==> src/rtl/multicore_launch_ctrl_pkg.sv <==
// ---------------------------------------------------------------------------
// multicore_launch_ctrl_pkg: shared state encoding and limits for the launch controller
// Rev 1.0
// ---------------------------------------------------------------------------
`default_nettype none

package multicore_launch_ctrl_pkg;

  localparam int MAX_CORE_COUNT = 16;

  typedef enum logic [2:0] {
    IDLE,
    WAIT_READY,
    LAUNCH,
    RUN,
    FINISH
  } launch_state_t;

endpackage

`default_nettype wire

==> src/rtl/multicore_launch_ctrl_run_cycle_counter.sv <==
// ---------------------------------------------------------------------------
// run_cycle_counter: saturating run-cycle counter with a timeout-limit compare
// Rev 1.0
// ---------------------------------------------------------------------------
`default_nettype none

module run_cycle_counter #(
  parameter int          CNT_WIDTH  = 32,
  parameter int unsigned MAX_CYCLES = 2**20
) (
  input  logic                 clk,
  input  logic                 rstN,
  input  logic                 clear,
  input  logic                 enable,
  output logic [CNT_WIDTH-1:0] count,
  output logic                 hit
);

  localparam logic [CNT_WIDTH-1:0] MAX_COUNT = CNT_WIDTH'(MAX_CYCLES);

  always_ff @(posedge clk or negedge rstN) begin
    if (!rstN) begin
      count <= '0;
    end else if (clear) begin
      count <= '0;
    end else if (enable && (count != '1)) begin
      count <= count + CNT_WIDTH'(1);
    end
  end

  // A zero limit means the timeout is disabled.
  assign hit = (MAX_CYCLES != 0) && (count == MAX_COUNT);

endmodule

`default_nettype wire

==> src/rtl/multicore_launch_ctrl.sv <==
// ---------------------------------------------------------------------------
// multicore_launch_ctrl: launches all enabled cores together and collects their done handshakes
// Rev 1.0
// ---------------------------------------------------------------------------
`default_nettype none

module multicore_launch_ctrl
  import multicore_launch_ctrl_pkg::*;
#(
  parameter int          CORE_COUNT = 4,
  parameter int          CNT_WIDTH  = 32,
  parameter int unsigned MAX_CYCLES = 2**20
) (
  input  logic                  clk,
  input  logic                  rstN,
  input  logic                  go,
  input  logic [CORE_COUNT-1:0] core_en,
  input  logic [CORE_COUNT-1:0] core_ready,
  input  logic [CORE_COUNT-1:0] core_done,
  output logic [CORE_COUNT-1:0] core_start,
  output logic                  busy,
  output logic                  all_done,
  output logic                  timeout_err,
  output logic [CORE_COUNT-1:0] done_mask,
  output logic [CNT_WIDTH-1:0]  run_cycles
);

  generate
    if ((CORE_COUNT < 1) || (CORE_COUNT > MAX_CORE_COUNT)) begin : g_bad_core_count
      $error("multicore_launch_ctrl: CORE_COUNT out of range");
    end
  endgenerate

  launch_state_t         state;
  launch_state_t         state_next;
  logic [CORE_COUNT-1:0] en_q;
  logic [CORE_COUNT-1:0] done_mask_next;
  logic                  complete;
  logic                  go_accept;
  logic                  cnt_enable;
  logic                  cnt_hit;
  logic                  run_complete;
  logic                  run_timeout;

  always_ff @(posedge clk or negedge rstN) begin
    if (!rstN) begin
      state <= IDLE;
    end else begin
      state <= state_next;
    end
  end

  always_comb begin
    done_mask_next = done_mask | (core_done & en_q);
    complete       = ((done_mask_next & en_q) == en_q);
    state_next     = state;
    go_accept      = 1'b0;
    cnt_enable     = 1'b0;
    run_complete   = 1'b0;
    run_timeout    = 1'b0;
    case (state)
      IDLE: begin
        if (go && (core_en != '0)) begin
          go_accept  = 1'b1;
          state_next = WAIT_READY;
        end
      end
      WAIT_READY: begin
        if ((core_ready & en_q) == en_q) begin
          state_next = LAUNCH;
        end
      end
      LAUNCH: begin
        // Counting from the launch cycle makes the first RUN cycle read 1.
        cnt_enable = 1'b1;
        state_next = RUN;
      end
      RUN: begin
        // Completion is checked first so a coincident timeout is not an error.
        if (complete) begin
          run_complete = 1'b1;
          state_next   = FINISH;
        end else if (cnt_hit) begin
          run_timeout  = 1'b1;
          state_next   = FINISH;
        end else begin
          cnt_enable   = 1'b1;
        end
      end
      FINISH: begin
        state_next = IDLE;
      end
      default: begin
        state_next = IDLE;
      end
    endcase
  end

  always_ff @(posedge clk or negedge rstN) begin
    if (!rstN) begin
      en_q        <= '0;
      core_start  <= '0;
      busy        <= 1'b0;
      all_done    <= 1'b0;
      timeout_err <= 1'b0;
      done_mask   <= '0;
    end else begin
      core_start <= (state_next == LAUNCH) ? en_q : '0;
      busy       <= (state_next != IDLE);
      all_done   <= run_complete;
      if (go_accept) begin
        en_q        <= core_en;
        done_mask   <= '0;
        timeout_err <= 1'b0;
      end else begin
        if (state == RUN) begin
          done_mask <= done_mask_next;
        end
        if (run_timeout) begin
          timeout_err <= 1'b1;
        end
      end
    end
  end

  run_cycle_counter #(
    .CNT_WIDTH  (CNT_WIDTH),
    .MAX_CYCLES (MAX_CYCLES)
  ) u_run_cycle_counter (
    .clk    (clk),
    .rstN   (rstN),
    .clear  (go_accept),
    .enable (cnt_enable),
    .count  (run_cycles),
    .hit    (cnt_hit)
  );

endmodule

`default_nettype wire

==> config.mk <==
export PLATFORM = sky130hd
export DESIGN_NAME = multicore_launch_ctrl
export DESIGN_NICKNAME = d
export VERILOG_FILES = /design/src/rtl/multicore_launch_ctrl_pkg.sv /design/src/rtl/multicore_launch_ctrl_run_cycle_counter.sv /design/src/rtl/multicore_launch_ctrl.sv
export SDC_FILE = /design/constraint.sdc
export NUM_CORES = 1
export LEC_CHECK = 0
export CORE_ASPECT_RATIO = 0.7
export CORE_MARGIN = 5
export CORE_UTILIZATION = 40
export CTS_CLUSTER_DIAMETER = 80
export DETAILED_ROUTE_END_ITERATION = 16
export GPL_TIMING_DRIVEN = 0
export PLACE_DENSITY = 0.74
export SLEW_MARGIN = 10
export SYNTH_ARGS = -nofsm -noshare
export SYNTH_HDL_FRONTEND = slang
export SYNTH_SLANG_ARGS = --single-unit
==> constraint.sdc <==
create_clock -name clk -period 5.75 [get_ports clk]
set_input_delay 0.575 -clock clk [delete_from_list [all_inputs] [get_ports clk]]
set_output_delay 0.575 -clock clk [all_outputs]
set_load 0.02 [all_outputs]
==> results of run 1 <==
## worst paths after layout
check                      cells past startpoint                         start                       endpoint
setup / recovery                               6                            go                        en_q[1]
hold / removal                                 1                          rstN   u_run_cycle_counter.count[5]
setup reg to reg                               5  u_run_cycle_counter.count[2]  u_run_cycle_counter.count[27]
hold reg to reg                                2                   timeout_err                    timeout_err
max in group asynchronous                      2                          rstN  u_run_cycle_counter.count[11]
min in group clk                               2                   timeout_err                    timeout_err
## power groups by stage
| stage | sequential [uW] | clock (uW) | combinational (uW) |
|---|---|---|---|
| finish | 464 | 220 | 455 |
| global route | 473 | 233 | 492 |
| CTS | 462 | 222 | 454 |
| detailed placement | 468 | 0 | 451 |
| global placement | 466 | 0 | 439 |
| floorplan | 493 | 0 | 244 |
## registers in the layout, indices dropped and copies added (netlist names)
register	cells
timeout_err	1
done_mask	4
busy	1
state	3
all_done	1
u_run_cycle_counter.count	32
core_start	4
en_q	4
## layout by cell type, fill, tap and decap left out, drive strengths merged, types with 2 or more instances in the layout
master | synthesis | layout
nor4b | 4 | 4
and2 | 7 | 7
nor3 | 5 | 5
nor4 | 7 | 7
nand2 | 28 | 28
a31oi | 5 | 5
clkdlybuf4s50 | 0 | 56
a21o | 3 | 3
a21oi | 22 | 22
nand2b | 3 | 3
nor2 | 10 | 10
mux2i | 3 | 3
nor2b | 2 | 2
nand3 | 18 | 18
buf | 5 | 7
clkbuf | 6 | 12
o32a | 2 | 2
dfrtp | 50 | 50
o31ai | 7 | 7
ha | 2 | 2
and4 | 3 | 3
or3 | 16 | 16
nand4 | 12 | 12
o211ai | 6 | 6
o21ai | 18 | 18
and3 | 3 | 3
inv | 13 | 13
or4 | 12 | 12
## through the flow
| stage | total power [uW] | instance area [sq um] |
|---|---|---|
| after global routing | 1199 | 3406 |
| after floorplan | 737.1 | 2628 |
| after global placement | 905.6 | 3296 |
| after detailed placement | 919.1 | 3311 |
| after CTS | 1138 | 3406 |
| final | 1139 | 3406 |
## worst max-delay path, stage by stage
cell,delay (ns)
clkdlybuf4s50_1,0.46
nor4b_1,0.70
o41a_1,0.26
clkbuf_1,0.32
clkbuf_1,0.43
o21ai_0,0.17
## cell type report
type	count	area share
clock buffer	6	0.02425
inverter	13	0.01433
multi-input combinational	208	0.3699
clock inverter	2	0.003674
tap	78	0.02866
sequential	50	0.3674
timing repair buffer	58	0.1719
buffer	11	0.01984
## layer usage
metal | wire length [um] | up-vias | global-route usage
met5 | 0 | - | 0
met4 | 61 | 0 | 0.04215
met3 | 448 | 10 | 0.04229
met2 | 3198 | 87 | 0.2607
met1 | 3664 | 1245 | 0.2770
li1 | - | 1198 | -
## logic make-up after synthesis
kind of cell               Yosys count  synth area share
adders and majority gates            2          0.009522
AOI/OAI and AO/OA                   71            0.1757
and+or+nand+nor                    132            0.2829
buffers and inverters               24           0.04429
muxes                                3           0.01143
DFF                                 50            0.4762
==> metrics.cfg, run 1 <==
[placement]
dpl.cell_count=418
place.gp.congestion=0.8605
portBuffers=57
post-dp-hpwl_mm=5.397
pre_cts_ws_ns=2.682

[cts]
cts_buffers=5
cts.sinks=50
htreeDepth=2
cts_hold_buf=0
root_buffer=clkbuf_8
post_cts_resized=0
cts_tree=yes
clock_path_buffers=2
clk_pin_slew_ns=0.09
post_cts_buffers=0
clk_latency_ns=0.31

[sta]
worstMarginPinSlew_ns=1.041
hold_ws_ns=0.2757
hold_viol_final=0
grt_setup_unrepaired=false
skew_ns=0.01265
fmax_mhz=364.3
layout_min_cycle_time_ns=2.745
finalMaxSlewViolations=0
layout_setup_ws_ns=3.005
fin_tns_setup_ns=0
post-route-period-util=0.4773
max-slew-margin-rel=0.2996
setup_viol=0

[power]
comb_power_share=0.399
switchingPower_uw=457.6
p_int_uw=681.3
power_density_mw_per_mm2=334.4
pwr-share-clk=0.194
leakage_uw=0.001348
vdd_drop_max_mv=0.1947
pwr-share-seq=0.407
p_sw_frac=0.4018

[critical_path]
required_ns=5.92
endpoint_kind=flip-flop
critPathArrivalTime_ns=2.92
worstSetupStartpointType=input port
r2r_slack_ns=3.09
critPathMaxFanout=10
crit_type=input port to flip-flop

[floorplan]
fp-row-count=24
fp.dieH_um=77.81
design.core.area_sq_mm=0.006306
initial_core_util=0.4167
io_pins=58
die_x_um=106.9
dieArea_sq_mm=0.008316

[status]
status=completed

[yosys]
syn_avg_cell_area_sq_um=9.317
synth.most_common_cell=dfrtp_1
synth-main-ff-cell=dfrtp_1
ys_warn_count=0
synth_area_leaders=dfrtp_1, nand2_1, a21oi_1, or3_1, nand3_1
synth_top_cell_area_share=0.4762
synth_nets=299
ys_types=43
synth_edf_count=0
synthTopCellsByCount=dfrtp_1, nand2_1, a21oi_1
synth_seq_area_share=0.4762
yosys_register_bits=50
synthCells=282
synthArstFlopShare=1.000
syn_area_sq_mm=0.002628
synth_area_leader_cell=dfrtp_1

[route]
totalWireLength_mm=7.373
initialDrtViolationCount=241
drc=0
final_antenna_net_count=0
avgViaCountPerCell=5.962
routedWlPerCell_um=17.31
drt_pass1_iterations=5
vias=2540

[grt]
grt_usage=0.1818
grt_max_degree=27
antenna_found_initial=0
overflow=0
grt_pass1_wl_mm=12.23
grt_pass1_vias=2435

[final_layout]
final_util=0.5401
drive_gt1_frac=0.07184
stdcell_count=426
fillers=582
fin_nets=364
final-seq-area_sq_mm=0.001251
n_antenna_cell=0
multiInputGateArea_sq_mm=0.001260
area_growth_pct=29.62

[hold_path]
hold_class=input port to asynchronous set/reset pin

[job]
maxCapViolCount=0

Power figures use the tool's default switching activity.
==> inputs of run 2 (changes only) <==
--- a/config.mk
+++ b/config.mk
@@ -11,7 +11,7 @@
 export CTS_CLUSTER_DIAMETER = 80
 export DETAILED_ROUTE_END_ITERATION = 16
 export GPL_TIMING_DRIVEN = 0
-export PLACE_DENSITY = 0.74
+export PLACE_DENSITY = 0.76
 export SLEW_MARGIN = 10
 export SYNTH_ARGS = -nofsm -noshare
 export SYNTH_HDL_FRONTEND = slang
==> constraint.sdc (replaced) <==
create_clock -name clk -period 2.3 [get_ports clk]
set_input_delay 0.23 -clock clk [delete_from_list [all_inputs] [get_ports clk]]
set_output_delay 0.23 -clock clk [all_outputs]
set_load 0.02 [all_outputs]
==> run 2 against run 1 <==
  * The run now ends with setup timing left
  * Wire length about the same
  * Clock power increased by 140%
  * Global-route usage shrank 0.42 points
  * Clock-buffer cell count increased by 1
  * Flip-flop and latch count did not move
  * First-iteration DRC count is 9.5% lower
  * Combinational power grew to 3.2 times the previous value
  * Setup slack got worse by 3.0 ns
==> metrics.cfg, run 2 (synthesis gave the netlist of run 1 again) <==
[route]
drt_pass1_iterations=4  ; -1
routedWlPerCell_um=16.72  ; -3.4%
avgViaCountPerCell=5.816  ; -2.5%
drc=0  ; unchanged
initialDrtViolationCount=218  ; -9.5%
totalWireLength_mm=7.375  ; about the same
final_antenna_net_count=0  ; unchanged
vias=2565  ; +0.98%

[grt]
grt_usage=0.1776  ; -0.004165
overflow=0  ; unchanged
antenna_found_initial=0  ; unchanged
grt_pass1_wl_mm=11.96  ; -2.2%
grt_pass1_vias=2389  ; -1.9%
grt_max_degree=35  ; +30%

[critical_path]
required_ns=2.53  ; -3.39 ns
endpoint_kind=flip-flop
worstSetupStartpointType=flip-flop
slowest_delay_ns=0.60  ; -0.10 ns
cp_common_cell=or4_4
cp.depth=7  ; +1
critPathTopFamily=simple AND/OR/NAND/NOR gates
critPathMaxFanout=5  ; -5
path_cells=nand4_1 > or4_4 > or4_4 > o211a_4 > buf_8 > a21o_1 > a21oi_2
path_buf_inv=1  ; -2
slowest_stage=or4_4
critPathArrivalTime_ns=2.54  ; -0.38 ns
r2r.worst_path.cells=7  ; +2
crit_type=flip-flop to flip-flop

[floorplan]
initial_core_util=0.4167  ; unchanged
fp-row-count=24  ; unchanged
design.core.area_sq_mm=0.006306  ; unchanged
dieArea_sq_mm=0.008316  ; unchanged
io_pins=58  ; unchanged
fp.dieH_um=77.81  ; unchanged
die_x_um=106.9  ; unchanged

[cts]
cts.sinks=50  ; unchanged
cts_buffers=5  ; unchanged
htreeDepth=2  ; unchanged
root_buffer=clkbuf_8
clk_latency_ns=0.30  ; about the same
cts_tree=yes
clock_path_buffers=2  ; unchanged
clk_pin_slew_ns=0.09  ; about the same

[sta]
layout_min_cycle_time_ns=2.310
skew_ns=0.005715  ; -0.006938 ns
post-route-period-util=1.004
grt_setup_unrepaired=true
fmax_mhz=432.8
fin_tns_setup_ns=-0.01033  ; -0.01033 ns
setup_viol=1  ; +1
finalMaxSlewViolations=0  ; unchanged
layout_setup_ws_ns=-0.01033  ; -3.016 ns
hold_viol_final=0  ; unchanged
hold_ws_ns=0.3711  ; +0.09544 ns
max-slew-margin-rel=0.4643  ; +0.1647
worstMarginPinSlew_ns=0.7924  ; -0.2485 ns

[final_layout]
n_antenna_cell=0  ; unchanged
regMostFlops=u_run_cycle_counter.count
layout_common_cells=clkdlybuf4s50_1, dfrtp_1, nand2_1
drive_gt1_frac=0.1543  ; +0.08243
fin_nets=379  ; +4.1%
largest_reg_flops=32  ; unchanged
fillers=562  ; -3.4%
area_growth_pct=38.57
final_common_cell=clkdlybuf4s50_1

[power]
vdd_drop_max_mv=0.3543  ; +82%
power_density_mw_per_mm2=856.6  ; +160%
leakage_uw=0.001464  ; +8.6%

[placement]
place.gp.congestion=0.8702  ; +1.1%
post-dp-hpwl_mm=5.202  ; -3.6%
pre_cts_ws_ns=-0.4386  ; -3.120 ns
portBuffers=57  ; unchanged

[status]
status=finished, violations left
violations=setup timing

[job]
maxCapViolCount=0  ; unchanged

[hold_path]
hold_class=input port to asynchronous set/reset pin

## run 2: cell types whose count changed in the layout (fill, tap and decap cells not counted), moves of 3 or more
cell     delta
nor4b_1     -3
dfrtp_1     -6
buf_4      +14
nor4b_2     +3
o21ai_0     -3
dfrtp_2     +6
## run 2: report_power, final
| group | switching (uW) | leakage [uW] | internal (uW) |
|---|---|---|---|
| combinational | 782 | 0.000747 | 657 |
| clock | 289 | 0.0000482 | 243 |
| sequential | 129 | 0.000669 | 1020 |
## run 2: timing repair
item                                    in CTS  in global routing
hold buffers                                 1                  0
gates resized for setup                      7                 24
buffers inserted                             9                  4
endpoints found under the setup margin      37                 39
gates cloned                                 0                  1
endpoints found under the hold margin       16                  0
pin swaps                                    2                  4
## run 2: per-stage QoR
step	area [sq um]	utilization	std cells	power, uW
after floorplan	2633	-	282	1843
after global placement	3301	0.5234	417	2267
after detailed placement	3316	0.5258	418	2289
after CTS	3526	0.5591	436	2940
after global routing	3641	0.5774	441	3321
final	3641	0.5774	441	3119
## run 2: routing by layer
metal	up-vias	routed length (um)	track usage
met5	-	0	0
met1	1234	3698	0.2747
met3	6	479	0.04395
met4	0	38	0.02810
li1	1229	-	-
met2	96	3158	0.2538
## run 2: cell type report
type / count / area, sq um / share of cell area
Inverter: 13 / 48.80 / 0.01340
Clock inverter: 1 / 5.005 / 0.001375
Multi-Input combinational cell: 208 / 1334 / 0.3663
Timing Repair Buffer: 73 / 721.9 / 0.1983
Buffer: 11 / 88.84 / 0.02440
Sequential cell: 50 / 1259 / 0.3457
Clock buffer: 7 / 86.33 / 0.02371
Tap cell: 78 / 97.59 / 0.02680
## run 2: path summary, 6_finish.rpt
path	slack, ns	to	startpoint
max	-0.01	u_run_cycle_counter.count[26]	u_run_cycle_counter.count[16]
min	0.37	u_run_cycle_counter.count[20]	rstN
max reg2reg	-0.01	u_run_cycle_counter.count[26]	u_run_cycle_counter.count[16]
min reg2reg	0.52	core_start[0]	en_q[0]
max in group asynchronous	1.41	u_run_cycle_counter.count[0]	rstN
min in group clk	0.52	core_start[0]	en_q[0]
==> inputs of run 3 (changes only) <==
--- a/config.mk
+++ b/config.mk
@@ -15,4 +15,5 @@
 export SLEW_MARGIN = 10
 export SYNTH_ARGS = -nofsm -noshare
 export SYNTH_HDL_FRONTEND = slang
+export SYNTH_HIERARCHICAL = 1
 export SYNTH_SLANG_ARGS = --single-unit
==> run 3 against run 2 <==
  * The flow still finishes with violations (setup timing)
  * Setup slack worse by 0.22 ns
  * First-iteration DRC count grew 0.46%
  * Maximum frequency fell by 8.6%
  * Sequential power is essentially flat
  * Synthesized cell count up 2.1%
  * Wire length is 12% higher
  * Via count up 6.2%
==> metrics.cfg, run 3 <==
[final_layout]
fin_nets=388  ; +2.4%
n_antenna_cell=0  ; unchanged
stdcell_count=466  ; +5.7%
regMostFlops=u_run_cycle_counter/count
final_common_cell=clkdlybuf4s50_1
final-seq-area_sq_mm=0.001256  ; -0.20%
layout_common_cells=clkdlybuf4s50_1, dfrtp_1, nor2_1
largest_reg_flops=32  ; unchanged
drive_gt1_frac=0.2715  ; +0.1172
area_growth_pct=46.26
fillers=523  ; -6.9%
multiInputGateArea_sq_mm=0.001615  ; +21%

[sta]
setup_viol=24  ; +23
skew_ns=0.01705  ; +0.01133 ns
hold_ws_ns=0.4534  ; +0.08226 ns
hold_viol_final=0  ; unchanged
max-slew-margin-rel=0.5998  ; +0.1356
post-route-period-util=1.099  ; +0.09466
finalMaxSlewViolations=0  ; unchanged
fin_tns_setup_ns=-3.550  ; -3.539 ns
worstMarginPinSlew_ns=0.6002  ; -0.1922 ns
grt_setup_unrepaired=true
layout_setup_ws_ns=-0.2280  ; -0.2177 ns
layout_min_cycle_time_ns=2.528  ; +0.2177 ns
fmax_mhz=395.6  ; -8.6%

[critical_path]
critPathMaxFanout=6  ; +1
r2r_slack_ns=-0.23  ; -0.22 ns
slowest_stage=or4_4
critPathArrivalTime_ns=2.76  ; +0.22 ns
crit_path_start=u_run_cycle_counter/count[0]
critPathTopFamily=simple AND/OR/NAND/NOR gates
path_cells=inv_2 > ha_4 > nor4b_4 > nand4_1 > nor2_2 > nor2_1 > o21a_1 > a31o_4 > inv_2 > a31o_1 > buf_6 > buf_4 > or4_4 > a21oi_2
endpoint=u_run_cycle_counter/count[5]
crit_type=flip-flop to flip-flop
worstSetupStartpointType=flip-flop
path_buf_inv=4  ; +3
endpoint_kind=flip-flop
cp.depth=14  ; +7
cp_common_cell=inv_2
r2r-end=u_run_cycle_counter/count[5]
r2r.worst_path.cells=14  ; +7
slowest_delay_ns=0.48  ; -0.12 ns
required_ns=2.53  ; about the same
r2r-start=u_run_cycle_counter/count[0]

[yosys]
synth_edf_count=0  ; unchanged
synthCells=288  ; +2.1%
yosys_register_bits=50  ; unchanged
synth.most_common_cell=dfrtp_1
synth_nets=305  ; +2.0%
synthTopCellsByCount=dfrtp_1, nor2_1, a21oi_1
synth_top_cell_area_share=0.4535  ; -0.02268
synth_area_leader_cell=dfrtp_1
syn_avg_cell_area_sq_um=9.580  ; +2.8%
ys_warn_count=6  ; +6
synth_seq_area_share=0.4535  ; -0.02268
synthArstFlopShare=1.000  ; unchanged
ys_types=51  ; +19%
synth_area_leaders=dfrtp_1, nor2_1, a21oi_1, nor4_1, nand2_1
syn_area_sq_mm=0.002759  ; +5.0%
synth-main-ff-cell=dfrtp_1

[route]
final_antenna_net_count=0  ; unchanged
drt_pass1_iterations=5  ; +1
vias=2723  ; +6.2%
initialDrtViolationCount=219  ; +0.46%
totalWireLength_mm=8.250  ; +12%
avgViaCountPerCell=5.843  ; +0.46%
drc=0  ; unchanged
routedWlPerCell_um=17.70  ; +5.9%

[grt]
grt_usage=0.1889  ; +0.01126
grt_pass1_wl_mm=12.99  ; +8.5%
grt_pass1_vias=2531  ; +5.9%
antenna_found_initial=0  ; unchanged
met2_usage=0.2880  ; +0.03422
overflow=0  ; unchanged
grt.busiest_layer=met2
grt_max_degree=27  ; -23%
grt_util_met1=0.2821  ; +0.007389
grt_util_met3=0.02829  ; -0.01565

[placement]
place.gp.congestion=0.8998  ; +3.4%
dpl.cell_count=440  ; +5.3%
portBuffers=57  ; unchanged
post-dp-hpwl_mm=5.559  ; +6.9%

[floorplan]
dieArea_sq_mm=0.008685  ; +4.4%
die_x_um=109.3  ; +2.2%
initial_core_util=0.4102  ; -0.006434
fp.dieH_um=79.49  ; +2.2%
io_pins=58  ; unchanged
design.core.area_sq_mm=0.006725  ; +6.6%
fp-row-count=25  ; +4.2%

[job]
maxCapViolCount=0  ; unchanged

[cts]
clk_latency_ns=0.31  ; about the same
cts_buffers=5  ; unchanged
cts.sinks=50  ; unchanged
root_buffer=clkbuf_8
clk_pin_slew_ns=0.10  ; about the same
cts_tree=yes
htreeDepth=2  ; unchanged
clock_path_buffers=2  ; unchanged

[power]
power_density_mw_per_mm2=852.0  ; -0.54%
leakage_uw=0.001650  ; +13%
vdd_drop_max_mv=0.3147  ; -11%
power.total_uw=3438  ; +10%

[status]
status=finished, violations left
violations=setup timing

[hold_path]
hold_class=input port to asynchronous set/reset pin

## run 3: cell types whose count changed after synthesis, moves of 4 or more
cell / before / now
mux2_1: 0 / 5
nor2b_1: 2 / 6
nand3_1: 18 / 9
xnor2_1: 0 / 5
o21ai_0: 16 / 3
a211oi_1: 0 / 5
nand2_1: 28 / 18
o21ai_1: 0 / 10
o211ai_1: 5 / 1
and2_1: 7 / 2
or3_1: 16 / 10
nor2_1: 10 / 26
nor4_1: 7 / 14
## run 3: cell type report
cell class,count,area share
sequential,50,0.3113
clock buffer,5,0.01705
buffer,12,0.02729
multi-input combinational,209,0.4003
timing repair buffer,77,0.1929
inverter,16,0.01550
clock inverter,3,0.006512
tap,94,0.02915
## run 3: metal layers
layer	routed length, um	part of all wire
met1	3851	0.47
met2	3789	0.46
met3	511	0.062
met4	97	0.012
met5	0	0
## run 3: logic make-up after synthesis
logic type,Yosys count,synth area share
AND/OR/NAND/NOR,132,0.2839
buffers and inverters,29,0.05669
flip-flops,50,0.4535
XOR/XNOR,6,0.01905
AO/OA/AOI/OAI,62,0.1497
multiplexers,7,0.02812
adder cells (fa/ha/maj),2,0.009069
## run 3: worst min path at each step
stage | startpoint | to | slack, ns
floorplan | rstN | all_done | -0.07
global placement | done_mask[1] | done_mask[1] | 0.51
detailed placement | rstN | core_start[2] | 0.28
CTS | rstN | u_run_cycle_counter/count[19] | 0.47
global route | rstN | done_mask[2] | 0.51
finish | rstN | done_mask[2] | 0.45
## run 3: repair_timing
action / in CTS / in global routing
gates resized for setup: 36 / 25
gates cloned: 2 / 0
hold endpoints to repair: 25 / 0
buffers inserted: 12 / 5
pin swaps: 20 / 16
setup endpoints to repair: 32 / 30
hold buffers: 1 / 0
## run 3: stage by stage
stage | setup WS, ns | area, sq um | util
floorplan | -0.1276 | 2784 | -
global placement | -0.7149 | 3472 | 0.5163
detailed placement | -0.5784 | 3487 | 0.5185
CTS | -0.1426 | 3901 | 0.5801
global route | -0.3086 | 4035 | 0.6000
finish | -0.2280 | 4035 | 0.6000
## run 3: where the power goes
part	switching (uW)	internal [uW]	leakage, uW
Clock	324	225	0.0000491
Combinational	898	832	0.000927
Sequential	142	1020	0.000674
